<file path="src/rtl/game_ctrl_pkg.sv">
// Shared constants and state encoding for the minesweeper game sequencer.
package game_ctrl_pkg;

  localparam int MAP_WIDTH    = 5;
  localparam int MAP_HEIGHT   = 3;
  localparam int MAP_CELLS    = MAP_WIDTH * MAP_HEIGHT;
  localparam int MAP_MINE_NUM = 3;
  localparam int TIMER_MAX    = 999;

  // Screen states; the numeric values are what map_genarate decodes.
  typedef enum logic [2:0] {
    SCR_IDLE = 3'd0,
    SCR_GEN  = 3'd1,
    SCR_PLAY = 3'd2,
    SCR_WIN  = 3'd3,
    SCR_LOSE = 3'd4
  } scr_state_e;

endpackage

</file>
<file path="src/rtl/game_timer.sv">
// Play timer: divides the clock down to seconds and counts them, stopping at TIMER_MAX.
import game_ctrl_pkg::*;

module game_timer #(
  parameter int CLK_PER_SEC = 100_000_000
) (
  input  logic       clk,
  input  logic       rst_n,
  input  logic       run,
  input  logic       clr,
  output logic [9:0] sec_o
);

  localparam int PW = (CLK_PER_SEC > 1) ? $clog2(CLK_PER_SEC) : 1;

  logic [PW-1:0] presc_q, presc_d;
  logic [9:0]    sec_q, sec_d;

  // Clear wins over run; the prescaler wraps on its last count and bumps the seconds.
  always_comb begin
    presc_d = presc_q;
    sec_d   = sec_q;
    if (clr) begin
      presc_d = '0;
      sec_d   = '0;
    end else if (run) begin
      if (presc_q == PW'(CLK_PER_SEC - 1)) begin
        presc_d = '0;
        if (sec_q != 10'(TIMER_MAX)) begin
          sec_d = sec_q + 10'd1;
        end
      end else begin
        presc_d = presc_q + PW'(1);
      end
    end
  end

  // Timer registers.
  always_ff @(posedge clk or negedge rst_n) begin
    if (!rst_n) begin
      presc_q <= '0;
      sec_q   <= '0;
    end else begin
      presc_q <= presc_d;
      sec_q   <= sec_d;
    end
  end

  assign sec_o = sec_q;

endmodule

</file>
<file path="src/rtl/game_ctrl.sv">
// Game sequencer: IDLE -> GEN -> PLAY -> WIN/LOSE, tracking reveals and flags per cell.
import game_ctrl_pkg::*;

module game_ctrl #(
  parameter int GEN_CYCLES  = 5,
  parameter int CLK_PER_SEC = 100_000_000,
  parameter int MINE_NUM    = MAP_MINE_NUM,
  parameter int X_W         = $clog2(MAP_WIDTH),
  parameter int Y_W         = $clog2(MAP_HEIGHT)
) (
  input  logic                 clk,
  input  logic                 rst_n,
  input  logic                 btn_start_i,
  input  logic                 btn_reveal_i,
  input  logic                 btn_flag_i,
  input  logic [X_W-1:0]       cursor_x_i,
  input  logic [Y_W-1:0]       cursor_y_i,
  input  logic [MAP_CELLS-1:0] map_mine_i,
  output logic [2:0]           screen_state_o,
  output logic [MAP_CELLS-1:0] revealed_o,
  output logic [MAP_CELLS-1:0] flag_o,
  output logic [9:0]           timer_o
);

  localparam int GW       = $clog2(GEN_CYCLES + 1);
  localparam int SW       = $clog2(MAP_CELLS + 1);
  localparam int IDX_W    = $clog2(MAP_CELLS);
  localparam int SAFE_NUM = MAP_CELLS - MINE_NUM;

  scr_state_e           state_q, state_d;
  logic [GW-1:0]        gen_cnt_q, gen_cnt_d;
  logic [MAP_CELLS-1:0] rev_q, rev_d;
  logic [MAP_CELLS-1:0] flag_q, flag_d;
  logic [SW-1:0]        safe_q, safe_d;
  logic                 timer_clr;
  logic                 cell_ok;
  logic [IDX_W-1:0]     cell_idx;

  // Cursor to bitmap index; an off-map cursor must not alias onto a real cell.
  always_comb begin
    cell_ok  = (int'(cursor_x_i) < MAP_WIDTH) && (int'(cursor_y_i) < MAP_HEIGHT);
    cell_idx = IDX_W'(cursor_y_i) * IDX_W'(MAP_WIDTH) + IDX_W'(cursor_x_i);
  end

  // Next-state logic for the FSM, GEN countdown, bitmaps and safe-cell count.
  always_comb begin
    state_d   = state_q;
    gen_cnt_d = gen_cnt_q;
    rev_d     = rev_q;
    flag_d    = flag_q;
    safe_d    = safe_q;
    timer_clr = 1'b0;
    case (state_q)
      SCR_IDLE, SCR_WIN, SCR_LOSE: begin
        if (btn_start_i) begin
          state_d   = SCR_GEN;
          gen_cnt_d = GW'(GEN_CYCLES - 1);
          rev_d     = '0;
          flag_d    = '0;
          safe_d    = '0;
          timer_clr = 1'b1;
        end
      end
      SCR_GEN: begin
        if (gen_cnt_q == '0) begin
          state_d = SCR_PLAY;
        end else begin
          gen_cnt_d = gen_cnt_q - GW'(1);
        end
      end
      SCR_PLAY: begin
        if (cell_ok && btn_reveal_i) begin
          if (!rev_q[cell_idx] && !flag_q[cell_idx]) begin
            rev_d[cell_idx] = 1'b1;
            if (map_mine_i[cell_idx]) begin
              state_d = SCR_LOSE;
            end else begin
              safe_d = safe_q + SW'(1);
              if (safe_d == SW'(SAFE_NUM)) begin
                state_d = SCR_WIN;
              end
            end
          end
        end else if (cell_ok && btn_flag_i) begin
          if (!rev_q[cell_idx]) begin
            flag_d[cell_idx] = ~flag_q[cell_idx];
          end
        end
      end
      default: state_d = SCR_IDLE;
    endcase
  end

  // State and bookkeeping registers.
  always_ff @(posedge clk or negedge rst_n) begin
    if (!rst_n) begin
      state_q   <= SCR_IDLE;
      gen_cnt_q <= '0;
      rev_q     <= '0;
      flag_q    <= '0;
      safe_q    <= '0;
    end else begin
      state_q   <= state_d;
      gen_cnt_q <= gen_cnt_d;
      rev_q     <= rev_d;
      flag_q    <= flag_d;
      safe_q    <= safe_d;
    end
  end

  game_timer #(
    .CLK_PER_SEC(CLK_PER_SEC)
  ) u_timer (
    .clk   (clk),
    .rst_n (rst_n),
    .run   (state_q == SCR_PLAY),
    .clr   (timer_clr),
    .sec_o (timer_o)
  );

  assign screen_state_o = state_q;
  assign revealed_o     = rev_q;
  assign flag_o         = flag_q;

endmodule
</file>
<file path="config.mk">
export PLATFORM = sky130hd
export DESIGN_NAME = game_ctrl
export DESIGN_NICKNAME = d
export VERILOG_FILES = /design/src/rtl/game_ctrl_pkg.sv /design/src/rtl/game_timer.sv /design/src/rtl/game_ctrl.sv
export SDC_FILE = /design/constraint.sdc
export NUM_CORES = 1
export LEC_CHECK = 0
export BUFFER_PORTS_ARGS = -buffer_cell sky130_fd_sc_hd__buf_2
export CAP_MARGIN = 20
export CORE_MARGIN = 2
export CORE_UTILIZATION = 25
export CTS_BUF_LIST = sky130_fd_sc_hd__clkbuf_8
export DETAILED_ROUTE_END_ITERATION = 10
export PLACE_DENSITY = 0.54
export RECOVER_POWER = 50
export SYNTH_ARGS = -nofsm -noshare
export SYNTH_HDL_FRONTEND = slang
export SYNTH_SLANG_ARGS = --single-unit
export TNS_END_PERCENT = 5
</file>
<file path="constraint.sdc">
create_clock -name clk -period 2.2 [get_ports clk]
set_input_delay 0.22 -clock clk [delete_from_list [all_inputs] [get_ports clk]]
set_output_delay 0.22 -clock clk [all_outputs]
set_load 0.02 [all_outputs]
</file>
==> results of run 1 <==
-- cell usage in the layout, fill, tap and decap left out, drive strengths merged, types with 3 or more instances in the layout --
| master | n |
|---|---|
| o21ai | 25 |
| ha | 10 |
| o41ai | 3 |
| and2 | 4 |
| buf | 168 |
| a21oi | 18 |
| nor4 | 4 |
| nand4 | 10 |
| and3 | 7 |
| o31ai | 21 |
| nand3 | 18 |
| mux4 | 9 |
| nor3 | 7 |
| o2111ai | 3 |
| clkbuf | 26 |
| nor2 | 39 |
| and4 | 3 |
| xor2 | 14 |
| mux2i | 8 |
| nand2 | 58 |
| xnor2 | 9 |
| dfrtp | 77 |
| o211ai | 16 |
| nand2b | 5 |
| or4 | 6 |
| nor2b | 5 |
| or3 | 8 |
| inv | 16 |
-- stage by stage --
stage               worst slack [ps]  utilization  instance area (um2)
floorplan                       -377            -                 4520
global placement                -711        0.336                 5840
detailed placement              -768        0.336                 5840
CTS                             -254        0.361                 6260
global route                    -365        0.366                 6350
finish                          -269        0.366                 6350
-- critical path, cell delays in order --
cell	delay, ps
buf_6	100
ha_4	260
ha_4	110
inv_2	30
fa_2	340
xnor3_2	360
mux2i_4	320
buf_6	140
o2111ai_4	130
or3_4	500
o41ai_2	210
-- flip-flops by register name, indices dropped and copies added, names as in the netlist --
| register | cells |
|---|---|
| u_timer.sec_o | 10 |
| u_timer.presc_q | 27 |
| gen_cnt_q | 3 |
| revealed_o | 15 |
| screen_state_o | 3 |
| safe_q | 4 |
| flag_o | 15 |
-- cells by family (layout without fill, tap and decap cells) --
family / after synthesis / count (layout)
xor gates and xnor gates: 24 / 24
other: 0 / 1
buffers and inverters: 37 / 215
adders and majority gates: 11 / 11
AOI/OAI and AO/OA: 110 / 110
and+or+nand+nor: 182 / 183
muxes: 18 / 18
DFF: 77 / 77
-- how the worst min path moves through the flow --
stage	slack, ps	endpoint	cells after the start
floorplan	-80	flag_o[0]$_DFFE_PN0P_	0
global placement	250	flag_o[14]$_DFFE_PN0P_	1
detailed placement	260	flag_o[14]$_DFFE_PN0P_	1
CTS	230	screen_state_o[1]$_DFFE_PN0P_	4
global route	260	screen_state_o[1]$_DFFE_PN0P_	4
finish	240	screen_state_o[1]$_DFFE_PN0P_	4
-- cell usage after synthesis (3+ instances only) --
master    instances  area [um2]
dfrtp_1          77        1930
nand2_1          58         218
nor2_1           39         146
o31ai_1          21         158
o21ai_0          19        95.1
a21oi_1          18        90.1
nand3_1          18        90.1
o211ai_1         16         120
inv_1            15        56.3
xor2_1           14         123
clkbuf_1         13        48.8
ha_1             10         125
nand4_1          10        62.6
mux4_2            9         203
xnor2_1           9        78.8
mux2i_1           8        80.1
and3_1            7        43.8
nor3_1            7        35.0
o21ai_1           6        30.0
nand2b_1          5        31.3
nor2b_1           5        31.3
or3_1             5        31.3
or4_1             5        37.5
buf_2             4        20.0
nor4_1            4        25.0
and2_1            3        18.8
-- final cells by class --
type,count,share of cell area
diodes,1,0.000394
clock buffers,11,0.0238
clock inverters,5,0.0116
inverters,15,0.00887
multi-input cells,346,0.409
flip-flops and latches,77,0.304
well taps,225,0.0443
repair buffers,184,0.198
-- per-layer routing --
metal | up-vias | routed length [um] | global-route usage
met3 | 20 | 443 | 0.0232
met5 | - | 0 | 0
met1 | 2128 | 6260 | 0.195
met4 | 0 | 276 | 0.0556
met2 | 102 | 6580 | 0.247
li1 | 2056 | - | -
-- repair_timing --
action / 4_1_cts / 5_1_grt
resized for setup: 31 / 22
endpoints found under the setup margin: 60 / 72
hold endpoints to repair: 41 / 0
pin swaps: 30 / 12
hold buffers: 1 / 0
buffers inserted: 6 / 3
gates cloned: 2 / 0
-- power by group --
group,internal [mW],switching [mW],total [mW]
Sequential,1.55,0.0859,1.63
Combinational,1.02,1.40,2.42
Clock,0.694,0.542,1.24
Total,3.25,2.03,5.29
==> impl_results.md, run 1 <==
- Status: complete, but fails checks
- Failing checks: negative setup slack
- Hold crit path type: input pin to flop
- Top FF cell, synth: dfrtp_1
- First-pass GRT wire length: 21,800 um
- Worst hold slack: 244 ps
- Minimum clock period: 2470 ps
- WP data arrival: 2730 ps
- Max-slew violations: 0
- Cell count after placement: 835
- RSZ-0062 raised after global routing: yes
- Die area: 18,800 um2
- Buffers on Ports: 67
- Post-Syn Area: 4440 um2
- Power Dens Cells: 833 nW/um2
- DR iter-0 viols: 270
- Multiplexer share of the synthesized area: 0.0662
- Startpoint Class: input pin
- Sink Count: 77
- Reg2Reg Depth: 8
- Vias in the first global route: 4,392
- Final hold violations: 0
- Sequential cell area fraction in the yosys report: 0.434
- Setup Total Neg Slack: -7080 ps
- Setup WS post-layout: -269 ps
- Initial Utilization: 0.256
- Pin count of the biggest net entering global routing: 44
- Final worst-path cycle share: 1.12
- Reg2Reg Capture Point: u_timer.sec_o[2]$_DFFE_PN0P_
- Finish-stage setup viols: 46
- Max Freq: 405 MHz
- EDFF count, synth: 0
- Clk_skew: 9.48 ps
- Synthesized instance count: 459
- Reg2Reg Setup Slack: -190 ps
- XOR/XNOR Fraction of Synth Area: 0.0504
- GRT overflow: 0
- Layout net count: 669
- Fillers: 1,764
- Total GRT Usage: 0.149
- Worst-margin pin slew: 1100 ps
- DIE HEIGHT: 137 um
- I/O pins: 68
- Required time worst endpoint: 2460 ps
- Post-DP HPWL: 9960 um
- Hold Crit Start: btn_start_i
- Main combinational cell family by area after synthesis: simple AND/OR/NAND/NOR gates
- CTS root buffer: clkbuf_8
- WL/cell: 15.7 um
- Setup Crit Path Kind: input pin to flop
- Max cap viols: 0
- H-tree depth: 3
- Crit end category: flop
- Critical Path End: revealed_o[7]$_DFFE_PN0P_
- Num CTS Buffers: 9
- Slew headroom: 0.265
- Die X: 137 um
- Initial antenna violation count: 1
- Vias per cell: 4.98
- Post-route ant nets: 0
- RD Place Congestion: 0.824
- Clock latency on the worst-skew pair: 360 ps
- CP startpoint: cursor_y_i[1]
- FFs w/ async S/R, synth: 1.00
- Maximum VDD drop: 384 uV
- Final Non-Filler Cells: 864
- P_leak: 2.88 nW
- Register Area: 1930 um2
- Max clock buf depth: 2
- Power, Total: 5.29 mW
- Mean Syn Cell Area: 9.67 um2
- Multi-input gate area: 2600 um2
- Synth Area in Compound Gates: 0.173
- Syn. warnings: 0
- Via count: 4,306
- Core ar.: 17,400 um2
- Adder-Cell Fraction of Synth Area: 0.0327
- Clock Pin Slew Worst Setup and Hold Paths: 80 ps
- Syn nets: 495
- Rows: 48
- Share of post-route cells with drive strength above 1: 0.384
- DR pass1 iterations: 4
- Register bit total from synthesis: 77
- Post-synth cell types: 66
- RR Startpoint: u_timer.presc_q[0]$_DFFE_PN0P_
- Drc violations: 0
- Layout area overhead: 43.0%
- Synth Area in Simple Gates: 0.208
- Routed WL: 13,600 um
- Critical Path Fanout Max: 8
- CTS tree: built
Power figures use the tool's default switching activity.
==> run 2, diff against run 1 <==
Settings changed: PLACE_DENSITY 0.54 to 0.51.
==> impl_results.md, run 2 (synthesized netlist as in run 1, its figures left out) <==
- Setup WS post-layout: -262 ps (+6.47 ps)
- Met2 Use GR: 0.227 (-0.0202)
- Die X: 137 um (unchanged)
- Vias in the first global route: 4,385 (-0.16%)
- Minimum clock period: 2460 ps (-6.47 ps)
- RD Place Congestion: 0.798 (-3.1%)
- Status: complete, but fails checks
- Failing checks: negative setup slack
- Max cap viols: 0 (unchanged)
- Required time worst endpoint: 2460 ps (about the same)
- Vias per cell: 4.89 (-1.8%)
- Crit end category: flop
- Clock Pin Slew Worst Setup and Hold Paths: 80 ps (about the same)
- First-pass GRT wire length: 21,300 um (-2.2%)
- Startpoint Class: input pin
- Hold crit path type: input pin to flop
- Max Freq: 406 MHz (+0.26%)
- Layout area overhead: 41.6%
- Finish-stage setup viols: 46 (unchanged)
- Final worst-path cycle share: 1.12 (-0.00294)
- Final hold violations: 0 (unchanged)
- Worst-margin pin slew: 910 ps (-193 ps)
- Fillers: 1,750 (-0.79%)
- Drc violations: 0 (unchanged)
- Layout net count: 663 (-0.90%)
- Slew headroom: 0.393 (+0.128)
- WL/cell: 15.1 um (-3.5%)
- DIE HEIGHT: 137 um (unchanged)
- Most frequent cells in the layout: 100 x buf_4, 77 x dfrtp_1, 64 x buf_2
- WP data arrival: 2720 ps (about the same)
- Share of post-route cells with drive strength above 1: 0.388 (+0.00365)
- Routing usage on met3: 0.0261 (+0.00294)
- Num CTS Buffers: 9 (unchanged)
- Clock latency on the worst-skew pair: 370 ps (about the same)
- Buffers on Ports: 67 (unchanged)
- Most frequent CP cell: ha_4
- Clk_skew: 11.2 ps (+1.69 ps)
- Post-route ant nets: 0 (unchanged)
- Flip-flop count of the largest register after layout: 27 (unchanged)
- Power Dens Cells: 833 nW/um2 (about the same)
- M1 GR Usage: 0.194 (-0.00126)
- Initial antenna violation count: 0 (-1)
- DR pass1 iterations: 6 (+2)
- I/O pins: 68 (unchanged)
- Most Crowded Layer GR: met2
- CP cell instances: buf_8 > ha_4 > ha_4 > inv_2 > fa_2 > xnor3_2 > mux2_4 > nand2_4 > o2111ai_4 > or3_4 > o41ai_2
- H-tree depth: 3 (unchanged)
- Critical Path Fanout Max: 8 (unchanged)
- Slowest CP cell: or3_4
- GRT overflow: 0 (unchanged)
- P_leak: 2.91 nW (+1.1%)
- Total GRT Usage: 0.144 (-0.00451)
- Post-DP HPWL: 9460 um (-5.1%)
- CP max stage delay: 500 ps (about the same)
- Initial Utilization: 0.256 (unchanged)
- Power, Total: 5.24 mW (-0.87%)
- Max clock buf depth: 2 (unchanged)
- Top reg by flops: u_timer.presc_q
- CTS tree: built
- RSZ-0062 raised after global routing: yes
- Routed WL: 13,000 um (-4.3%)
- Maximum VDD drop: 466 uV (+21%)
- Setup Crit Path Kind: input pin to flop
- CTS root buffer: clkbuf_8
- Die area: 18,800 um2 (unchanged)
- DR iter-0 viols: 244 (-9.6%)
- Fin util: 0.362 (-0.00339)
- Sink Count: 77 (unchanged)
- Commonest non-fill, non-tap cell in the layout: buf_4
- Pin count of the biggest net entering global routing: 44 (unchanged)
- Via count: 4,195 (-2.6%)
- Max-slew violations: 0 (unchanged)
- Rows: 48 (unchanged)
- Core ar.: 17,400 um2 (unchanged)
- Diode count: 0 (-1)
run 2: critical path, delay by kind of cell:
family / cells / cell delay, ps
AOI/OAI and AO/OA: 2 / 400
muxes: 1 / 350
xor gates and xnor gates: 1 / 330
and+or+nand+nor: 2 / 570
buffers and inverters: 2 / 130
adders and majority gates: 3 / 710
run 2: metrics by stage:
stage               instances  setup slack [ps]  instance area, um2  setup TNS (ps)  hold slack [ps]
floorplan                 459              -377                4520          -11790            -75.6
global placement          830              -595                5860          -22050              213
detailed placement        830              -668                5860          -24130              214
CTS                       852              -247                6200           -6570              248
global route              857              -320                6290          -10790              261
finish                    857              -262                6290           -6440              254
run 2: layout make-up:
class	instances	area (um2)	area share
clock inverter	6	86.3	0.0137
multi-input combinational	346	2530	0.402
inverter	15	56.3	0.00895
sequential	77	1930	0.306
clock buffer	10	138	0.0219
timing repair buffer	178	1270	0.203
tap	225	282	0.0448
run 2: what timing repair did:
action,4_1_cts,5_1_grt
hold endpoints to repair,34,0
resized for setup,22,16
pin swaps,19,6
hold buffers,1,0
buffers inserted,4,5
gates cloned,1,0
setup endpoints to repair,71,71
run 2: per-layer routing:
metal / part of all wire / wire length [um]
met1: 0.47 / 6160
met2: 0.47 / 6050
met3: 0.045 / 580
met4: 0.015 / 191
met5: 0 / 0
run 2: worst paths after layout:
path	start	to	slack, ps	depth (start not counted)
setup / recovery	cursor_y_i[1]	revealed_o[7]$_DFFE_PN0P_	-260	11
hold / removal	btn_start_i	screen_state_o[1]$_DFFE_PN0P_	250	4
setup reg to reg	u_timer.presc_q[0]$_DFFE_PN0P_	u_timer.sec_o[2]$_DFFE_PN0P_	-180	8
hold reg to reg	gen_cnt_q[0]$_DFFE_PN0P_	gen_cnt_q[0]$_DFFE_PN0P_	500	1
max in group asynchronous	rst_n	screen_state_o[1]$_DFFE_PN0P_	440	3
min in group asynchronous	rst_n	flag_o[6]$_DFFE_PN0P_	500	2
run 2: power breakdown:
group | total (mW) | leakage [nW] | switching [mW] | internal, mW
Combinational | 2.36 | 1.73 | 1.36 | 1.01
Sequential | 1.63 | 1.06 | 0.0889 | 1.54
Clock | 1.24 | 0.112 | 0.574 | 0.668
